$ cat config.mk
export PLATFORM = sky130hd
export DESIGN_NAME = trace_ring_logger_flat
export DESIGN_NICKNAME = d
export VERILOG_FILES = /design/src/rtl/trace_ring_logger_pkg.sv /design/src/rtl/trace_ring_logger_if.sv /design/src/rtl/trace_ring_logger_trigger.sv /design/src/rtl/trace_ring_logger.sv /design/src/flat_wrapper.sv
export SDC_FILE = /design/constraint.sdc
export NUM_CORES = 1
export LEC_CHECK = 0
export ABC_AREA = 1
export BUFFER_PORTS_ARGS = -buffer_cell sky130_fd_sc_hd__buf_2
export CAP_MARGIN = 20
export CORE_ASPECT_RATIO = 1.5
export CORE_MARGIN = 4
export CORE_UTILIZATION = 35
export CTS_CLUSTER_DIAMETER = 100
export DETAILED_ROUTE_END_ITERATION = 12
export PLACE_DENSITY = 0.65
export SETUP_SLACK_MARGIN = 0.1
export SLEW_MARGIN = 25
export SYNTH_ARGS = -nofsm -noshare
export SYNTH_HDL_FRONTEND = slang
export SYNTH_SLANG_ARGS = --single-unit
$ cat constraint.sdc
create_clock -name CLK_I -period 2.3 [get_ports CLK_I]
set_clock_uncertainty 0.05 [all_clocks]
set_input_delay 0.46 -clock CLK_I [delete_from_list [all_inputs] [get_ports CLK_I]]
set_output_delay 0.46 -clock CLK_I [all_outputs]
set_load 0.005 [all_outputs]
$ cat src/rtl/trace_ring_logger_pkg.sv
// Shared types for the trace ring logger: trigger FSM states and buffer mode encoding.
package DTB_PKG;

  typedef enum logic [1:0] {
    TRG_ARMED  = 2'd0,
    TRG_DELAY  = 2'd1,
    TRG_FROZEN = 2'd2
  } trg_state_e;

  typedef enum logic {
    MODE_TRACE  = 1'b0,
    MODE_STREAM = 1'b1
  } mode_e;

endpackage

$ cat src/rtl/trace_ring_logger_if.sv
// Bus bundle between the tracer/host/memory side (master) and the ring logger (slave).
// Drop-statistics signals exist only when TRACE_RING_DROP_STATS_EN is defined.
interface trace_ring_if #(
  parameter int WIDTH      = 32,
  parameter int DEPTH      = 64,
  parameter int DELAY_BITS = 3
);
  localparam int AW = $clog2(DEPTH);

  logic                  FLUSH_I;
  logic                  MODE_I;
  logic [DELAY_BITS-1:0] DELAY_I;
  logic                  TRG_EVENT_I;
  logic                  STORE_I;
  logic [WIDTH-1:0]      DATA_I;
  logic                  RW_TURN_I;
  logic                  WRITE_O;
  logic [AW-1:0]         WRITE_PTR_O;
  logic [WIDTH-1:0]      DMEM_O;
  logic [AW-1:0]         READ_PTR_O;
  logic [WIDTH-1:0]      DMEM_I;
  logic                  REQ_I;
  logic                  LOAD_O;
  logic [WIDTH-1:0]      DATA_O;
  logic                  TRG_DELAYED_O;
  logic [AW-1:0]         EVENT_ADDR_O;
  logic [AW:0]           COUNT_O;
`ifdef TRACE_RING_DROP_STATS_EN
  logic                  OVERFLOW_O;
  logic [15:0]           DROP_CNT_O;
`endif

  modport master (
    output FLUSH_I, MODE_I, DELAY_I, TRG_EVENT_I, STORE_I, DATA_I, RW_TURN_I, DMEM_I, REQ_I,
    input  WRITE_O, WRITE_PTR_O, DMEM_O, READ_PTR_O, LOAD_O, DATA_O,
           TRG_DELAYED_O, EVENT_ADDR_O, COUNT_O
`ifdef TRACE_RING_DROP_STATS_EN
    , input OVERFLOW_O, DROP_CNT_O
`endif
  );

  modport slave (
    input  FLUSH_I, MODE_I, DELAY_I, TRG_EVENT_I, STORE_I, DATA_I, RW_TURN_I, DMEM_I, REQ_I,
    output WRITE_O, WRITE_PTR_O, DMEM_O, READ_PTR_O, LOAD_O, DATA_O,
           TRG_DELAYED_O, EVENT_ADDR_O, COUNT_O
`ifdef TRACE_RING_DROP_STATS_EN
    , output OVERFLOW_O, DROP_CNT_O
`endif
  );

endinterface

$ cat src/rtl/trace_ring_logger_trigger.sv
// Trigger FSM for the ring logger: records the write address at the trigger, then counts
// a post-trigger window of committed writes before freezing.
module trace_trigger_fsm
  import DTB_PKG::*;
#(
  parameter int DEPTH      = 64,
  parameter int DELAY_BITS = 3
) (
  input  logic                     CLK_I,
  input  logic                     RST_NI,
  input  logic                     FLUSH_I,
  input  logic                     TRG_EVENT_I,
  input  logic [DELAY_BITS-1:0]    DELAY_I,
  input  logic                     COMMIT_I,
  input  logic [$clog2(DEPTH)-1:0] WRITE_PTR_I,
  output logic                     FROZEN_O,
  output logic [$clog2(DEPTH)-1:0] EVENT_ADDR_O
);
  localparam int AW = $clog2(DEPTH);
  localparam int CW = AW + 1;
  localparam int PW = DELAY_BITS + AW;

  trg_state_e    r_state;
  trg_state_e    w_state_nxt;
  logic [CW-1:0] r_cnt;
  logic [CW-1:0] w_cnt_nxt;
  logic [AW-1:0] r_addr;
  logic [AW-1:0] w_addr_nxt;
  logic [PW-1:0] w_scaled;
  logic [CW-1:0] w_load;

  // DELAY_I is a fraction of DEPTH in 1/2^DELAY_BITS steps; DEPTH is a power of two so a shift scales it.
  assign w_scaled = {{AW{1'b0}}, DELAY_I} << AW;
  assign w_load   = CW'(w_scaled >> DELAY_BITS);

  always_ff @(posedge CLK_I or negedge RST_NI) begin
    if (!RST_NI) begin
      r_state <= TRG_ARMED;
      r_cnt   <= '0;
      r_addr  <= '0;
    end else begin
      r_state <= w_state_nxt;
      r_cnt   <= w_cnt_nxt;
      r_addr  <= w_addr_nxt;
    end
  end

  always_comb begin
    w_state_nxt = r_state;
    w_cnt_nxt   = r_cnt;
    w_addr_nxt  = r_addr;
    unique case (r_state)
      TRG_ARMED: begin
        if (TRG_EVENT_I) begin
          w_addr_nxt = WRITE_PTR_I;
          // A window that scales to zero words freezes immediately.
          if (w_load == '0) begin
            w_state_nxt = TRG_FROZEN;
          end else begin
            w_state_nxt = TRG_DELAY;
            w_cnt_nxt   = w_load;
          end
        end
      end
      TRG_DELAY: begin
        if (COMMIT_I) begin
          w_cnt_nxt = r_cnt - CW'(1);
          if (r_cnt == CW'(1)) w_state_nxt = TRG_FROZEN;
        end
      end
      TRG_FROZEN: begin
        w_state_nxt = TRG_FROZEN;
      end
      default: begin
        w_state_nxt = TRG_ARMED;
      end
    endcase
    if (FLUSH_I) begin
      w_state_nxt = TRG_ARMED;
      w_cnt_nxt   = '0;
      w_addr_nxt  = '0;
    end
  end

  assign FROZEN_O     = (r_state == TRG_FROZEN);
  assign EVENT_ADDR_O = r_addr;

endmodule

$ cat src/rtl/trace_ring_logger.sv
// Trace ring logger top: ring-overwrite trace buffer or lossless streaming FIFO over an
// external slotted memory. Optional drop statistics: define TRACE_RING_DROP_STATS_EN.
module trace_ring_logger
  import DTB_PKG::*;
#(
  parameter int WIDTH      = 32,
  parameter int DEPTH      = 64,
  parameter int DELAY_BITS = 3
) (
  input logic         CLK_I,
  input logic         RST_NI,
  trace_ring_if.slave bus
);
  localparam int            AW   = $clog2(DEPTH);
  localparam int            CW   = AW + 1;
  localparam logic [CW-1:0] FULL = CW'(DEPTH);

  logic [AW-1:0]    r_wptr;
  logic [AW-1:0]    r_rptr;
  logic [CW-1:0]    r_count;
  logic             r_wpend;
  logic             r_rpend;
  logic             r_load;
  logic [WIDTH-1:0] r_dmem;
  logic [WIDTH-1:0] r_data;
  logic             w_stream;
  logic             w_full;
  logic             w_frozen;
  logic             w_commit;
  logic             w_read;
  logic [AW-1:0]    w_event_addr;

  assign w_stream = (mode_e'(bus.MODE_I) == MODE_STREAM);
  assign w_full   = (r_count == FULL);
  // Streaming never loses data (full holds the write); trace mode stops only once frozen.
  assign w_commit = r_wpend && bus.RW_TURN_I && !(w_stream && w_full) && !(!w_stream && w_frozen);
  assign w_read   = r_rpend && !bus.RW_TURN_I && (r_count != '0);

  trace_trigger_fsm #(
    .DEPTH      (DEPTH),
    .DELAY_BITS (DELAY_BITS)
  ) u_trigger (
    .CLK_I        (CLK_I),
    .RST_NI       (RST_NI),
    .FLUSH_I      (bus.FLUSH_I),
    .TRG_EVENT_I  (bus.TRG_EVENT_I),
    .DELAY_I      (bus.DELAY_I),
    .COMMIT_I     (w_commit),
    .WRITE_PTR_I  (r_wptr),
    .FROZEN_O     (w_frozen),
    .EVENT_ADDR_O (w_event_addr)
  );

  always_ff @(posedge CLK_I or negedge RST_NI) begin
    if (!RST_NI) begin
      r_wptr  <= '0;
      r_rptr  <= '0;
      r_count <= '0;
      r_wpend <= 1'b0;
      r_rpend <= 1'b0;
      r_load  <= 1'b0;
      r_dmem  <= '0;
      r_data  <= '0;
    end else if (bus.FLUSH_I) begin
      r_wptr  <= '0;
      r_rptr  <= '0;
      r_count <= '0;
      r_wpend <= 1'b0;
      r_rpend <= 1'b0;
      r_load  <= 1'b0;
    end else begin
      r_load  <= w_read;
      r_rpend <= bus.REQ_I | (r_rpend & ~w_read);
      if (bus.STORE_I) begin
        r_dmem  <= bus.DATA_I;
        r_wpend <= 1'b1;
      end else if (w_commit) begin
        r_wpend <= 1'b0;
      end
      // A full commit can only happen in trace mode; it pushes the oldest word out.
      if (w_commit) begin
        r_wptr <= r_wptr + AW'(1);
        if (w_full) r_rptr  <= r_rptr + AW'(1);
        else        r_count <= r_count + CW'(1);
      end else if (w_read) begin
        r_data  <= bus.DMEM_I;
        r_rptr  <= r_rptr + AW'(1);
        r_count <= r_count - CW'(1);
      end
    end
  end

`ifdef TRACE_RING_DROP_STATS_EN
  logic        w_drop;
  logic        r_overflow;
  logic [15:0] r_drop_cnt;

  assign w_drop = bus.STORE_I && r_wpend && !w_commit;

  always_ff @(posedge CLK_I or negedge RST_NI) begin
    if (!RST_NI) begin
      r_overflow <= 1'b0;
      r_drop_cnt <= '0;
    end else if (bus.FLUSH_I) begin
      r_overflow <= 1'b0;
    end else if (w_drop) begin
      r_overflow <= 1'b1;
      if (r_drop_cnt != 16'hFFFF) r_drop_cnt <= r_drop_cnt + 16'd1;
    end
  end

  assign bus.OVERFLOW_O = r_overflow;
  assign bus.DROP_CNT_O = r_drop_cnt;
`else
  // Without statistics an overwritten pending word is simply lost.
`endif

  assign bus.WRITE_O       = r_wpend;
  assign bus.WRITE_PTR_O   = r_wptr;
  assign bus.DMEM_O        = r_dmem;
  assign bus.READ_PTR_O    = r_rptr;
  assign bus.LOAD_O        = r_load;
  assign bus.DATA_O        = r_data;
  assign bus.TRG_DELAYED_O = w_frozen;
  assign bus.EVENT_ADDR_O  = w_event_addr;
  assign bus.COUNT_O       = r_count;

endmodule

$ cat src/flat_wrapper.sv
// flat-port wrapper written by rule: the top's interface ports become plain ports
module trace_ring_logger_flat import DTB_PKG::*;
#(
  parameter int WIDTH      = 32,
  parameter int DEPTH      = 64,
  parameter int DELAY_BITS = 3
)
  (CLK_I, RST_NI, bus_FLUSH_I, bus_MODE_I, bus_DELAY_I, bus_TRG_EVENT_I, bus_STORE_I, bus_DATA_I, bus_RW_TURN_I, bus_DMEM_I, bus_REQ_I, bus_WRITE_O, bus_WRITE_PTR_O, bus_DMEM_O, bus_READ_PTR_O, bus_LOAD_O, bus_DATA_O, bus_TRG_DELAYED_O, bus_EVENT_ADDR_O, bus_COUNT_O);
  trace_ring_if #(.WIDTH(WIDTH), .DEPTH(DEPTH), .DELAY_BITS(DELAY_BITS)) bus_i ();
  input logic CLK_I;
  input logic RST_NI;
  input wire logic [$bits(bus_i.FLUSH_I)-1:0] bus_FLUSH_I;
  input wire logic [$bits(bus_i.MODE_I)-1:0] bus_MODE_I;
  input wire logic [$bits(bus_i.DELAY_I)-1:0] bus_DELAY_I;
  input wire logic [$bits(bus_i.TRG_EVENT_I)-1:0] bus_TRG_EVENT_I;
  input wire logic [$bits(bus_i.STORE_I)-1:0] bus_STORE_I;
  input wire logic [$bits(bus_i.DATA_I)-1:0] bus_DATA_I;
  input wire logic [$bits(bus_i.RW_TURN_I)-1:0] bus_RW_TURN_I;
  input wire logic [$bits(bus_i.DMEM_I)-1:0] bus_DMEM_I;
  input wire logic [$bits(bus_i.REQ_I)-1:0] bus_REQ_I;
  output wire logic [$bits(bus_i.WRITE_O)-1:0] bus_WRITE_O;
  output wire logic [$bits(bus_i.WRITE_PTR_O)-1:0] bus_WRITE_PTR_O;
  output wire logic [$bits(bus_i.DMEM_O)-1:0] bus_DMEM_O;
  output wire logic [$bits(bus_i.READ_PTR_O)-1:0] bus_READ_PTR_O;
  output wire logic [$bits(bus_i.LOAD_O)-1:0] bus_LOAD_O;
  output wire logic [$bits(bus_i.DATA_O)-1:0] bus_DATA_O;
  output wire logic [$bits(bus_i.TRG_DELAYED_O)-1:0] bus_TRG_DELAYED_O;
  output wire logic [$bits(bus_i.EVENT_ADDR_O)-1:0] bus_EVENT_ADDR_O;
  output wire logic [$bits(bus_i.COUNT_O)-1:0] bus_COUNT_O;
  assign bus_i.FLUSH_I = bus_FLUSH_I;
  assign bus_i.MODE_I = bus_MODE_I;
  assign bus_i.DELAY_I = bus_DELAY_I;
  assign bus_i.TRG_EVENT_I = bus_TRG_EVENT_I;
  assign bus_i.STORE_I = bus_STORE_I;
  assign bus_i.DATA_I = bus_DATA_I;
  assign bus_i.RW_TURN_I = bus_RW_TURN_I;
  assign bus_i.DMEM_I = bus_DMEM_I;
  assign bus_i.REQ_I = bus_REQ_I;
  assign bus_WRITE_O = bus_i.WRITE_O;
  assign bus_WRITE_PTR_O = bus_i.WRITE_PTR_O;
  assign bus_DMEM_O = bus_i.DMEM_O;
  assign bus_READ_PTR_O = bus_i.READ_PTR_O;
  assign bus_LOAD_O = bus_i.LOAD_O;
  assign bus_DATA_O = bus_i.DATA_O;
  assign bus_TRG_DELAYED_O = bus_i.TRG_DELAYED_O;
  assign bus_EVENT_ADDR_O = bus_i.EVENT_ADDR_O;
  assign bus_COUNT_O = bus_i.COUNT_O;
  trace_ring_logger #(.WIDTH(WIDTH), .DEPTH(DEPTH), .DELAY_BITS(DELAY_BITS)) u_core (.CLK_I(CLK_I), .RST_NI(RST_NI), .bus(bus_i));
endmodule
==> metrics.csv <==
metric,value,unit
required,2.48,ns
crit_type,register to register,
wl_per_cell,14.4,µm
holdBufCountCts,0,
synthXorXnorAreaFrac,0.913,%
hold_violations,0,
postSynthAreaPerCell,9.54,µm²
clock.fmax,471,MHz
rows,52,
crit_arrival,2.31,ns
end_kind,register,
syn-instance-count,503,
dp_hpwl,9.41,mm
layout_min_cycle_time,2.12,ns
crit_chain,inv_1 -> ha_2 -> a21oi_4 -> nand2_8 -> buf_4 -> ha_1 -> nand3_1 -> nand2_1 -> or2_2 -> nand3_1 -> nand2_1,
antenna_found_initial,0,
cp-start-kind,register,
cp_slowest_cell,dfrtp_1,
setup_violations,0,
p_per_area,1080,mW/mm²
finish.utilization,46.3,%
crit_fanout,8,
nets,774,
rsz0062_at_grt,true,
synth_edf_count,0,
antenna_cells,0,
drive_above_1_share,41.8,%
dieWidth,104,µm
cts.sinks,101,
timing.setup.tns,0,ns
synth_top_family_by_area,simple AND/OR/NAND/NOR gates,
hold_class,primary input to asynchronous set/reset pin,
crit_family,simple AND/OR/NAND/NOR gates,
r2r_setup_slack,0.18,ns
min_period_over_period,92.4,%
grt_pass1_vias,4078,
final_area,0.00623,mm²
clkLatencyLatePin,0.34,ns
place_area,0.00583,mm²
fp.dieArea,0.0157,mm²
via_count,4010,
yosys_register_bits,101,
synth_area,0.00480,mm²
fp.coreArea,0.0135,mm²
numCtsBuffers,9,
start_util,35.6,%
status,completed,
relSlewSlack,58.1,%
slowest_delay,0.37,ns
critical_path_buf_inv_count,2,
clk_pin_slew,0.07,ns
grt_start_max_net_pins,47,
muxShareOfSynthArea,7.51,%
drt-initial-drc-count,153,
synth-compound-area-share,5.89,%
gp_congestion,0.817,
synth-simple-area-share,23.2,%
p_total,6.76,mW
yosysUniqueCellTypes,35,
synth_nets,593,
dr.pass1.iters,5,
startpoint,u_core.u_trigger.r_state[0],
routed_wl,12.3,mm
maxSlewViolCount,0,
overflow,0,
remaining_drc_errors,0,
r2r_start,u_core.u_trigger.r_state[0],
grt_pass1_wl,19.3,mm
worst_hold_slack,0.0691,ns
num_io_pins,167,
yosysWarnings,0,
die_h,151,µm
synthArstFlopShare,100,%
viasPerCell,4.71,
area.growth.synth_to_final,29.8,%
cts_tree,done,
cts_buffer_depth,2,
worst_pin_slew,0.629,ns
ys_seq_area_share,52.7,%
cap_violations,0,
cts_max_level,3,
cts-root-buf,clkbuf_16,
io_buffers,166,
p_leak,3.31,nW
synthAdderAreaFrac,4.07,%
ir_worst_vdd,0.472,mV
synth_flop_cell,dfrtp_1,
track_usage,15.2,%
final_antenna_net_count,0,
[worst register-to-register path, stage by stage, from the launching register on]
cell	delay, ns
dfrtp_1	0.37
inv_1	0.07
ha_2	0.21
a21oi_4	0.20
nand2_8	0.12
buf_4	0.15
ha_1	0.29
nand3_1	0.09
nand2_1	0.06
or2_2	0.27
nand3_1	0.09
nand2_1	0.05
[layer usage]
metal | share of wire, % | track usage (%) | vias to the layer above
met2 | 54 | 28.2 | 126
met4 | 2.2 | 6.32 | 0
met5 | 0 | 0 | -
li1 | - | - | 1969
met3 | 6.1 | 4.43 | 20
met1 | 38 | 16.3 | 1895
[what timing repair did]
action                     4_1_cts  5_1_grt
pin swaps                        1        3
setup endpoints to repair        4        4
gates resized for setup          0        8
setup buffers                    2        6
[placed cells by master (no fill, tap or decap), types with 3 or more instances in the layout]
cell type	instances
nand2_1	163
o21ai_2	9
clkbuf_16	9
inv_2	6
o21ai_1	5
ha_4	4
dfrtp_1	101
a21oi_1	7
nand4_1	5
or2_2	9
ha_1	9
buf_2	165
buf_4	19
mux2_2	32
o21ai_0	19
nor3_1	3
inv_1	31
nand2_2	14
nor2_1	18
nand3_1	29
xor2_1	4
[sequential cells by signal (all words and copies together), names as in the netlist]
name and flops:
u_core.bus.WRITE_PTR_O 6, u_core.u_trigger.r_state 2, u_core.r_rpend 1, u_core.bus.LOAD_O 1
u_core.u_trigger.EVENT_ADDR_O 6, u_core.bus.DATA_O 32, u_core.bus.DMEM_O 32, u_core.bus.WRITE_O 1
u_core.bus.COUNT_O 7, u_core.u_trigger.r_cnt 7, u_core.bus.READ_PTR_O 6
[stage by stage]
stage	std cells	worst slack [ns]
after detailed placement	827	0.0511
after CTS	845	0.128
final	851	0.175
after global routing	851	0.0502
after floorplan	503	0.125
after global placement	827	0.162
[logic make-up after synthesis]
kind of cell / count (synthesis)
and+or+nand+nor: 250
DFF: 101
buffers and inverters: 54
AOI/OAI and AO/OA: 46
muxes: 32
adders and majority gates: 15
xor gates and xnor gates: 5
[area by class of cell]
type                    count  area [µm²]
flip-flops and latches    101        2530
clock buffers              11         243
inverters                  38         145
repair buffers            186        1010
clock inverters             5        42.5
multi-input cells         348        2060
fillers                  1271        7240
well taps                 162         203
[power by group]
| part | internal (mW) | leakage, nW | switching, mW | total, mW |
|---|---|---|---|---|
| Sequential | 2.27 | 1.28 | 0.324 | 2.59 |
| Combinational | 1.21 | 1.90 | 1.51 | 2.72 |
| Clock | 0.776 | 0.137 | 0.672 | 1.45 |
[cells in the mapped netlist, types with 2 or more instances]
master | n | area (µm²)
mux2_2 | 32 | 360
a21oi_1 | 8 | 40.0
nor2_4 | 2 | 22.5
nand3_2 | 2 | 20.0
o21ai_1 | 4 | 20.0
o21ai_2 | 9 | 78.8
o21ai_0 | 20 | 100
nor3_1 | 3 | 15.0
inv_1 | 32 | 120
buf_6 | 5 | 56.3
nand2_1 | 163 | 612
nor2_1 | 18 | 67.6
o22ai_1 | 2 | 12.5
dfrtp_1 | 101 | 2530
or2_2 | 9 | 56.3
ha_1 | 14 | 175
buf_4 | 3 | 22.5
nand2_2 | 14 | 87.6
inv_2 | 5 | 18.8
nand3_1 | 29 | 145
nand2_4 | 2 | 22.5
xor2_1 | 4 | 35.0
nand4_1 | 5 | 31.3
buf_2 | 6 | 30.0
[worst paths after layout]
kind,cells past startpoint,endpoint
worst max-delay path,11,u_core.bus.COUNT_O[3]
worst min-delay path,1,u_core.bus.DATA_O[22]
worst max register to register,11,u_core.bus.COUNT_O[3]
worst min register to register,2,u_core.bus.DATA_O[16]
max in group asynchronous,2,u_core.bus.DATA_O[1]
min in group CLK_I,3,u_core.bus.DATA_O[26]
No activity file was read; power rests on OpenSTA's default activity.
